--- config.mk ---
export PLATFORM = sky130hd
export DESIGN_NAME = keypad_input_conditioner
export DESIGN_NICKNAME = d
export VERILOG_FILES = /design/src/rtl/keypad_input_conditioner.sv
export SDC_FILE = /design/constraint.sdc
export NUM_CORES = 1
export LEC_CHECK = 0
export ABC_AREA = 1
export CAP_MARGIN = 20
export CORE_MARGIN = 5
export CORE_UTILIZATION = 40
export DETAILED_ROUTE_END_ITERATION = 6
export GPL_TIMING_DRIVEN = 0
export SLEW_MARGIN = 20
export SYNTH_ARGS = -nofsm -noshare
export SYNTH_HDL_FRONTEND = slang
export SYNTH_SLANG_ARGS = --single-unit
export TNS_END_PERCENT = 50
--- constraint.sdc ---
create_clock -name clock -period 3.16 [get_ports clock]
set_input_delay 0.632 -clock clock [delete_from_list [all_inputs] [get_ports clock]]
set_output_delay 0.632 -clock clock [all_outputs]
set_load 0.03 [all_outputs]
--- src/rtl/keypad_input_conditioner.sv ---
// Synchronises and debounces the keypad, start/stop buttons and door switch for the microwave controller.
// Defining KEYPAD_REPEAT_EN adds auto-repeat of a held digit every REPEAT_CYCLES clocks.
module keypad_input_conditioner #(
    parameter int DEBOUNCE_CYCLES = 4,
    parameter int REPEAT_CYCLES   = 64
) (
    input  logic       clock,
    input  logic       resetn,
    input  logic [9:0] keypad_raw,
    input  logic       startn_raw,
    input  logic       stopn_raw,
    input  logic       door_raw,
    output logic [3:0] digit,
    output logic       digit_valid,
    output logic       key_error,
    output logic       startn,
    output logic       stopn,
    output logic       door_closed
);
    localparam int CNT_MAX = (DEBOUNCE_CYCLES > REPEAT_CYCLES) ? DEBOUNCE_CYCLES : REPEAT_CYCLES;
    localparam int CW = $clog2(CNT_MAX + 1);
    localparam logic [CW-1:0] DEB_LAST = CW'(DEBOUNCE_CYCLES - 1);
    localparam logic [CW-1:0] CNT_ONE  = CW'(1);
    // Button vector order is {door, stopn, startn}; buttons idle high, door idles open.
    localparam logic [2:0] BTN_RESET = 3'b011;

    typedef enum logic [1:0] {IDLE, DEBOUNCE, EMIT, RELEASE} state_t;

    function automatic logic is_onehot(input logic [9:0] v);
        return (v != 10'd0) && ((v & (v - 10'd1)) == 10'd0);
    endfunction

    function automatic logic [3:0] onehot_index(input logic [9:0] v);
        logic [3:0] idx;
        idx = 4'd0;
        for (int i = 0; i < 10; i++) begin
            if (v[i]) begin
                idx = 4'(i);
            end else begin
                idx = idx;
            end
        end
        return idx;
    endfunction

    logic [9:0]    k_meta_r, k_sync_r;
    logic [2:0]    b_meta_r, b_sync_r;
    state_t        state_r, next_state_s;
    logic [CW-1:0] cnt_r, cnt_s;
    logic [9:0]    held_r, held_s;
    logic          emit_s, err_s, rep_fire_s;
    logic [2:0]    lvl_r, accept_s;
    logic [CW-1:0] bcnt_r [3];
    logic [3:0]    digit_r;
    logic          digit_valid_r, key_error_r, startn_r, stopn_r;

    // Two-flop synchronisers for every raw input.
    always_ff @(posedge clock or negedge resetn) begin
        if (!resetn) begin
            k_meta_r <= 10'd0;
            k_sync_r <= 10'd0;
            b_meta_r <= BTN_RESET;
            b_sync_r <= BTN_RESET;
        end else begin
            k_meta_r <= keypad_raw;
            k_sync_r <= k_meta_r;
            b_meta_r <= {door_raw, stopn_raw, startn_raw};
            b_sync_r <= b_meta_r;
        end
    end

    // Keypad FSM next-state and strobe decode.
    always_comb begin
        next_state_s = state_r;
        cnt_s        = cnt_r;
        held_s       = held_r;
        emit_s       = 1'b0;
        err_s        = 1'b0;
        case (state_r)
            IDLE: begin
                if (k_sync_r != 10'd0) begin
                    held_s       = k_sync_r;
                    cnt_s        = '0;
                    next_state_s = DEBOUNCE;
                end else begin
                    cnt_s = '0;
                end
            end
            DEBOUNCE: begin
                if (k_sync_r != held_r) begin
                    next_state_s = IDLE;
                end else if (cnt_r == DEB_LAST) begin
                    cnt_s = '0;
                    if (is_onehot(held_r)) begin
                        emit_s       = 1'b1;
                        next_state_s = EMIT;
                    end else begin
                        err_s        = 1'b1;
                        next_state_s = RELEASE;
                    end
                end else begin
                    cnt_s = cnt_r + CNT_ONE;
                end
            end
            EMIT: begin
                cnt_s        = '0;
                next_state_s = RELEASE;
            end
            RELEASE: begin
                if (k_sync_r != 10'd0) begin
                    cnt_s = '0;
                end else if (cnt_r == DEB_LAST) begin
                    cnt_s        = '0;
                    next_state_s = IDLE;
                end else begin
                    cnt_s = cnt_r + CNT_ONE;
                end
            end
            default: begin
                cnt_s        = '0;
                next_state_s = IDLE;
            end
        endcase
    end

`ifdef KEYPAD_REPEAT_EN
    localparam logic [CW-1:0] REP_LAST = CW'(REPEAT_CYCLES - 1);
    logic [CW-1:0] rep_cnt_r, rep_cnt_s;

    // Repeat counter runs only while the accepted key stays exactly as pressed.
    always_comb begin
        rep_cnt_s  = '0;
        rep_fire_s = 1'b0;
        if (state_r == RELEASE && k_sync_r == held_r) begin
            if (rep_cnt_r == REP_LAST) begin
                rep_fire_s = 1'b1;
            end else begin
                rep_cnt_s = rep_cnt_r + CNT_ONE;
            end
        end else begin
            rep_cnt_s = '0;
        end
    end

    // Repeat counter register.
    always_ff @(posedge clock or negedge resetn) begin
        if (!resetn) begin
            rep_cnt_r <= '0;
        end else begin
            rep_cnt_r <= rep_cnt_s;
        end
    end
`else
    assign rep_fire_s = 1'b0;
`endif

    // Keypad FSM state and registered digit outputs.
    always_ff @(posedge clock or negedge resetn) begin
        if (!resetn) begin
            state_r       <= IDLE;
            cnt_r         <= '0;
            held_r        <= 10'd0;
            digit_r       <= 4'd0;
            digit_valid_r <= 1'b0;
            key_error_r   <= 1'b0;
        end else begin
            state_r       <= next_state_s;
            cnt_r         <= cnt_s;
            held_r        <= held_s;
            digit_valid_r <= emit_s | rep_fire_s;
            key_error_r   <= err_s;
            if (emit_s) begin
                digit_r <= onehot_index(held_r);
            end else begin
                digit_r <= digit_r;
            end
        end
    end

    // A new level is accepted on the last of DEBOUNCE_CYCLES differing samples.
    always_comb begin
        accept_s = 3'b000;
        for (int i = 0; i < 3; i++) begin
            accept_s[i] = (b_sync_r[i] != lvl_r[i]) && (bcnt_r[i] == DEB_LAST);
        end
    end

    // Button/door debounce counters, accepted levels and falling-edge pulses.
    always_ff @(posedge clock or negedge resetn) begin
        if (!resetn) begin
            lvl_r    <= BTN_RESET;
            startn_r <= 1'b1;
            stopn_r  <= 1'b1;
            for (int i = 0; i < 3; i++) begin
                bcnt_r[i] <= '0;
            end
        end else begin
            startn_r <= ~(accept_s[0] & lvl_r[0]);
            stopn_r  <= ~(accept_s[1] & lvl_r[1]);
            for (int i = 0; i < 3; i++) begin
                if (b_sync_r[i] == lvl_r[i]) begin
                    bcnt_r[i] <= '0;
                end else if (accept_s[i]) begin
                    bcnt_r[i] <= '0;
                    lvl_r[i]  <= b_sync_r[i];
                end else begin
                    bcnt_r[i] <= bcnt_r[i] + CNT_ONE;
                end
            end
        end
    end

    assign digit       = digit_r;
    assign digit_valid = digit_valid_r;
    assign key_error   = key_error_r;
    assign startn      = startn_r;
    assign stopn       = stopn_r;
    assign door_closed = lvl_r[2];
endmodule

==> results.txt, run 1 <==
Status = finished, final reports clean
Post-synthesis mux area share = 0.0101
# IOs = 24
Netlist Area Pre-Place = 0.00334 mm2
Final wirelength = 5.44 mm
Rows = 33
Die W = 101 um
Multi-input gate area = 0.00122 mm2
Max Freq = 463 MHz
Die ar. = 0.0103 mm2
Die H = 101 um
Post-Synth XOR/XNOR Area = 0.0472
Hold Path Class = primary input to async pin
DRC violations left = 0
Initial antenna violation count = 0
Starting DRT DRC Count = 107
Detail Route Antenna Nets = 0
Main combinational cell family by area after synthesis = simple AND/OR/NAND/NOR gates
Pwr dens = 678 mW/mm2
WS Path Type = register to output pin
Seq/Total Area, Yosys = 0.579
Max VDD drop = 0.000385 V
I/O Buffers = 23
RSZ-0062 raised after global routing = false
Post-Synth Adder-Cell Area = 0.0150
CTS buffer count = 9
Register area = 0.00194 mm2
Skew-Pair Late Insertion Delay = 0.34 ns
Final setup violation count = 0
CP required = 2.53 ns
Syn nets = 381
Crit path max fanout = 1
Share of post-route cells with drive strength above 1 = 0.117
Final period utilization = 0.683
Post-Route Utilization = 0.482
CTS resizes = 0
Total core area = 0.00818 mm2
Clock Path Buffers = 2
Syn avg cell area = 9.24 um2
Slew @ Worst Pin = 0.361 ns
Distinct cells, synth = 31
Cell type with the highest aggregate area in the netlist = dfrtp_1
Number of max-cap violations = 0
FF-to-FF Start = cnt_r[1]$_DFFE_PN0P_
Via/cell ratio = 4.58
Pre-antenna DRT Iters = 4
CTS tree = done
Hold_buf cts = 0
FF-to-FF path depth = 10
Max_slew headroom = 0.757
Static leakage = 0.00181 uW
Max Slew Vio Count = 0
Critical Path Source Type = register
Cell-by-cell trace of the critical path = clkdlybuf4s50_1
Largest net degree at the start of global routing = 59
Starting density of the core = 0.409
Synthesis Warnings = 0
Synth Register Bits = 77
Area delta synth->final = 17.9%
Root Buffer = clkbuf_8
Simple-Gate Fraction of Synth Area = 0.243
Depth of the CTS H-tree = 3
Synth Area in Compound Gates = 0.0509
Synth top area cells = dfrtp_1 52%, nand2_1 7.1%, nor2_1 7.1%, dfstp_2 6.3%, inv_1 4.6%
Crit path buf inv count = 1
Slowest Stage Delay on Critical Path = 0.66 ns
Post-layout min period = 2.16 ns
Worst-path clk slew = 0.08 ns
Gr usage total = 0.122
Delay-heaviest family, CP = buffers and inverters
Placer congestion estimate = 0.802
Skew final = 0.00902 ns
Synth top area share = 0.516
Fill cell count = 780
Reg2Reg Setup Slack = 1.43 ns
Via Count = 2320
Critical Path Slowest Stage Cell = clkdlybuf4s50_1
Clk sinks = 77
Remaining global-route overflow = 0
First-pass GRT wire length = 10.1 mm
CP arrival = 1.53 ns
Crit path capture type = output pin
Post-Syn Instances = 362
Nets = 416
Number of global-route vias before repair = 2347
Setup bufs post-CTS = 0
Number of cells on the critical path = 1
Crit. Startpoint = startn$_DFF_PN1_
Final hold viol count = 0
DR WL/cell = 10.8 um
Final TNS setup = 0 ns
Detailed Place HPWL = 3.93 mm
Crit Reg-Reg Endpoint = digit[3]$_DFFE_PN0P_
ANT cells = 0
Crit path capture = startn
-- cell families after synthesis --
group	after synthesis
AOI/OAI and AO/OA	32
xor gates and xnor gates	18
adders and majority gates	4
buffers and inverters	46
DFF	77
muxes	3
and+or+nand+nor	182
-- metrics by stage --
step	instance area (um2)	power (uW)	std cells	hold slack [ns]	worst slack, ns
floorplan	3340	1730	362	0.331	1.67
global placement	3700	1890	490	0.333	-1.23
detailed placement	3730	1910	491	0.336	1.38
CTS	3940	2720	506	0.156	0.971
global route	3940	2870	506	0.168	0.939
finish	3940	2670	506	0.165	1.00
-- placed cells by master, fill, tap and decap left out, drive strengths merged, types with 2 or more instances in the layout --
cell type and n:
clkbuf 10, nand3 21, nor3 4, nor2 71
bufinv 2, or2 2, xnor2 9, a21oi 13
o21ai 14, nor3b 3, a31oi 2, dfrtp 69
xor2 9, inv 45, nand2 67, dfstp 8
buf 4, nand3b 2, mux2 3, ha 4
nand4 10, clkdlybuf4s50 22
-- layer usage --
metal  global-route usage  up-vias  wire length, um
met4               0.0460        0               53
met5                    0        -                0
met3               0.0413        4              231
met1                0.158     1065             2660
met2                0.192       34             2500
li1                     -     1217                -
-- how the worst min path moves through the flow --
stage | start | endpoint
floorplan | b_meta_r[2]$_DFF_PN0_ | b_sync_r[2]$_DFF_PN0_
global placement | k_meta_r[7]$_DFF_PN0_ | k_sync_r[7]$_DFF_PN0_
detailed placement | k_meta_r[9]$_DFF_PN0_ | k_sync_r[9]$_DFF_PN0_
CTS | resetn | cnt_r[5]$_DFFE_PN0P_
global route | resetn | cnt_r[5]$_DFFE_PN0P_
finish | resetn | cnt_r[5]$_DFFE_PN0P_
-- state kept, by name (all words and copies together), names as in the netlist, 3 cells and up, named ones only --
register / count
bcnt_r: 21
held_r: 10
k_meta_r: 10
k_sync_r: 10
cnt_r: 7
digit: 4
b_meta_r: 3
b_sync_r: 3
lvl_r: 3
-- synth_stat cells (all sizes together) --
| cell | n |
|---|---|
| a21oi | 13 |
| a31oi | 2 |
| and3 | 1 |
| buf | 2 |
| dfrtp | 69 |
| dfstp | 8 |
| ha | 4 |
| inv | 44 |
| mux2 | 3 |
| nand2 | 67 |
| nand3 | 21 |
| nand3b | 2 |
| nand4 | 10 |
| nor2 | 71 |
| nor3 | 4 |
| nor3b | 3 |
| nor4 | 1 |
| o21a | 1 |
| o21ai | 14 |
| o21bai | 1 |
| o31ai | 1 |
| or2 | 2 |
| xnor2 | 9 |
| xor2 | 9 |
-- cell type report --
cell class | count | share of cell area
Buffer | 2 | 0.00413
Timing Repair Buffer | 24 | 0.0647
Clock buffer | 10 | 0.0324
Sequential cell | 77 | 0.491
Inverter | 44 | 0.0419
Multi-Input combinational cell | 239 | 0.311
Tap cell | 105 | 0.0333
Clock inverter | 5 | 0.0216
-- where the power goes --
group / internal (uW) / switching, uW / leakage, uW / total [uW]
Clock: 445 / 342 / 0.000103 / 787
Combinational: 236 / 369 / 0.000742 / 604
Sequential: 1140 / 146 / 0.000964 / 1280
Power figures use the tool's default switching activity.
==> run 2, diff against run 1 <==
- clock period: 3.16 -> 2.3 ns (I/O delays scaled with it)
==> run 2 against run 1 <==
First-iteration DRC count rose by 0.93%. Combinational power is 38% higher. Die area unchanged. Power grew 37%. Final cell count rose by 0.20%. Register-to-register slack lost 0.86 ns. Sequential share of layout area fell by 0.12 points. Clock power grew 37%. Setup slack got worse by 0.69 ns. Clock skew about the same. Critical endpoint unchanged.
==> results.txt, run 2 (synthesis gave the netlist of run 1 again) <==
Fill cell count = 779
Number of cells on the critical path = 1
CTS tree = done
DR WL/cell = 10.7 um
Clk sinks = 77
Gr usage total = 0.122
Crit. Startpoint = startn$_DFF_PN1_
Rows = 33
Cell-by-cell trace of the critical path = clkdlybuf4s50_1
Number of global-route vias before repair = 2347
Most flops, register = bcnt_r
Reg2Reg Setup Slack = 0.57 ns
Register area = 0.00194 mm2
DRC violations left = 0
Max Freq = 503 MHz
Number of max-cap violations = 0
Die H = 101 um
Placer congestion estimate = 0.802
Skew-Pair Late Insertion Delay = 0.34 ns
Largest register FFs = 21
Max VDD drop = 0.000529 V
Remaining global-route overflow = 0
Crit path capture type = output pin
Slowest Stage Delay on Critical Path = 0.66 ns
Hold_buf cts = 1
Slew @ Worst Pin = 0.361 ns
FF-to-FF Start = cnt_r[1]$_DFFE_PN0P_
Skew final = 0.00909 ns
# IOs = 24
Crit path max fanout = 1
Initial antenna violation count = 0
Static leakage = 0.00181 uW
CP required = 1.84 ns
Die ar. = 0.0103 mm2
Via Count = 2322
Largest net degree at the start of global routing = 59
Multi-input gate area = 0.00122 mm2
Depth of the CTS H-tree = 3
CTS buffer count = 9
CTS resizes = 0
Crit path capture = startn
Crit path buf inv count = 1
CP arrival = 1.53 ns
Setup bufs post-CTS = 0
Nets = 417
Worst-path clk slew = 0.08 ns
Status = finished, final reports clean
RSZ-0062 raised after global routing = false
Via/cell ratio = 4.58
Starting DRT DRC Count = 108
FF-to-FF path depth = 10
Max Slew Vio Count = 0
Pre-CTS setup slack = 0.584 ns
Share of post-route cells with drive strength above 1 = 0.117
Critical Path Source Type = register
Final worst slack = 0.314 ns
Post-Route Utilization = 0.483
ANT cells = 0
I/O Buffers = 23
Most frequent cells in the layout = 69 x dfrtp_1, 63 x nor2_1, 63 x nand2_1
Pwr dens = 930 mW/mm2
Final wirelength = 5.45 mm
Final hold viol count = 0
Crit Reg-Reg Endpoint = digit[3]$_DFFE_PN0P_
Max_slew headroom = 0.757
Post-layout min period = 1.99 ns
Critical Path Slowest Stage Cell = clkdlybuf4s50_1
Detailed Place HPWL = 3.93 mm
Starting density of the core = 0.409
First-pass GRT wire length = 10.1 mm
Final setup violation count = 0
Die W = 101 um
Root Buffer = clkbuf_8
Detail Route Antenna Nets = 0
Hold Path Class = register to register
Delay-heaviest family, CP = buffers and inverters
Clock Path Buffers = 2
Commonest non-fill, non-tap cell in the layout = dfrtp_1
Final period utilization = 0.864
Pre-antenna DRT Iters = 4
Area delta synth->final = 18.2%
Total core area = 0.00818 mm2
WS Path Type = register to output pin
run 2: worst register-to-register path, cell delays in order, from the launching register on:
cell and delay (ns):
dfrtp_1 0.41, ha_1 0.24, inv_1 0.08, nor2_1 0.09, nand4_1 0.17, inv_1 0.15, nand4_1 0.17, nor2_4 0.17
nand2_1 0.06, nand2_1 0.06, inv_1 0.03
run 2: report_power, final:
part,internal [uW],switching (uW)
Sequential,1560,201
Combinational,325,507
Clock,611,470
run 2: routing by layer:
layer / part of all wire / wire [um] / vias up / global-route usage
li1: - / - / 1219 / -
met1: 0.49 / 2670 / 1065 / 0.158
met2: 0.46 / 2500 / 34 / 0.192
met3: 0.042 / 228 / 4 / 0.0413
met4: 0.0097 / 53 / 0 / 0.0460
met5: 0 / 0 / - / 0
run 2: cell type report:
| type | instances | share of cell area |
|---|---|---|
| clock buffers | 10 | 0.0323 |
| inverters | 44 | 0.0418 |
| plain buffers | 2 | 0.00412 |
| well taps | 105 | 0.0332 |
| multi-input cells | 239 | 0.310 |
| flip-flops and latches | 77 | 0.490 |
| repair buffers | 25 | 0.0671 |
| clock inverters | 5 | 0.0215 |
run 2: worst min path at each step:
stage | start | to | slack, ns | cells after the start
floorplan | resetn | async pin | 0.16 | 0
global placement | k_meta_r[7]$_DFF_PN0_ | k_sync_r[7]$_DFF_PN0_ | 0.33 | 0
detailed placement | k_meta_r[9]$_DFF_PN0_ | k_sync_r[9]$_DFF_PN0_ | 0.34 | 0
CTS | k_meta_r[9]$_DFF_PN0_ | k_sync_r[9]$_DFF_PN0_ | 0.35 | 0
global route | k_meta_r[3]$_DFF_PN0_ | k_sync_r[3]$_DFF_PN0_ | 0.36 | 0
finish | k_meta_r[9]$_DFF_PN0_ | k_sync_r[9]$_DFF_PN0_ | 0.35 | 0
run 2: stage by stage:
stage,cell area [um2],TNS (ns),hold WS [ns],power (uW),std cells
2_1_floorplan,3340,0,0.164,2380,362
3_3_place_gp,3700,-140.40,0.333,2590,490
3_5_place_dp,3730,0,0.336,2630,491
4_1_cts,3950,0,0.355,3740,507
5_1_grt,3950,0,0.361,3950,507
6_report,3950,0,0.351,3670,507
==> run 3, diff against run 2 <==
- CTS_CLUSTER_DIAMETER: default -> 80
==> results of run 3 <==
Final layout, timing and power as in run 2 (identical DEF).
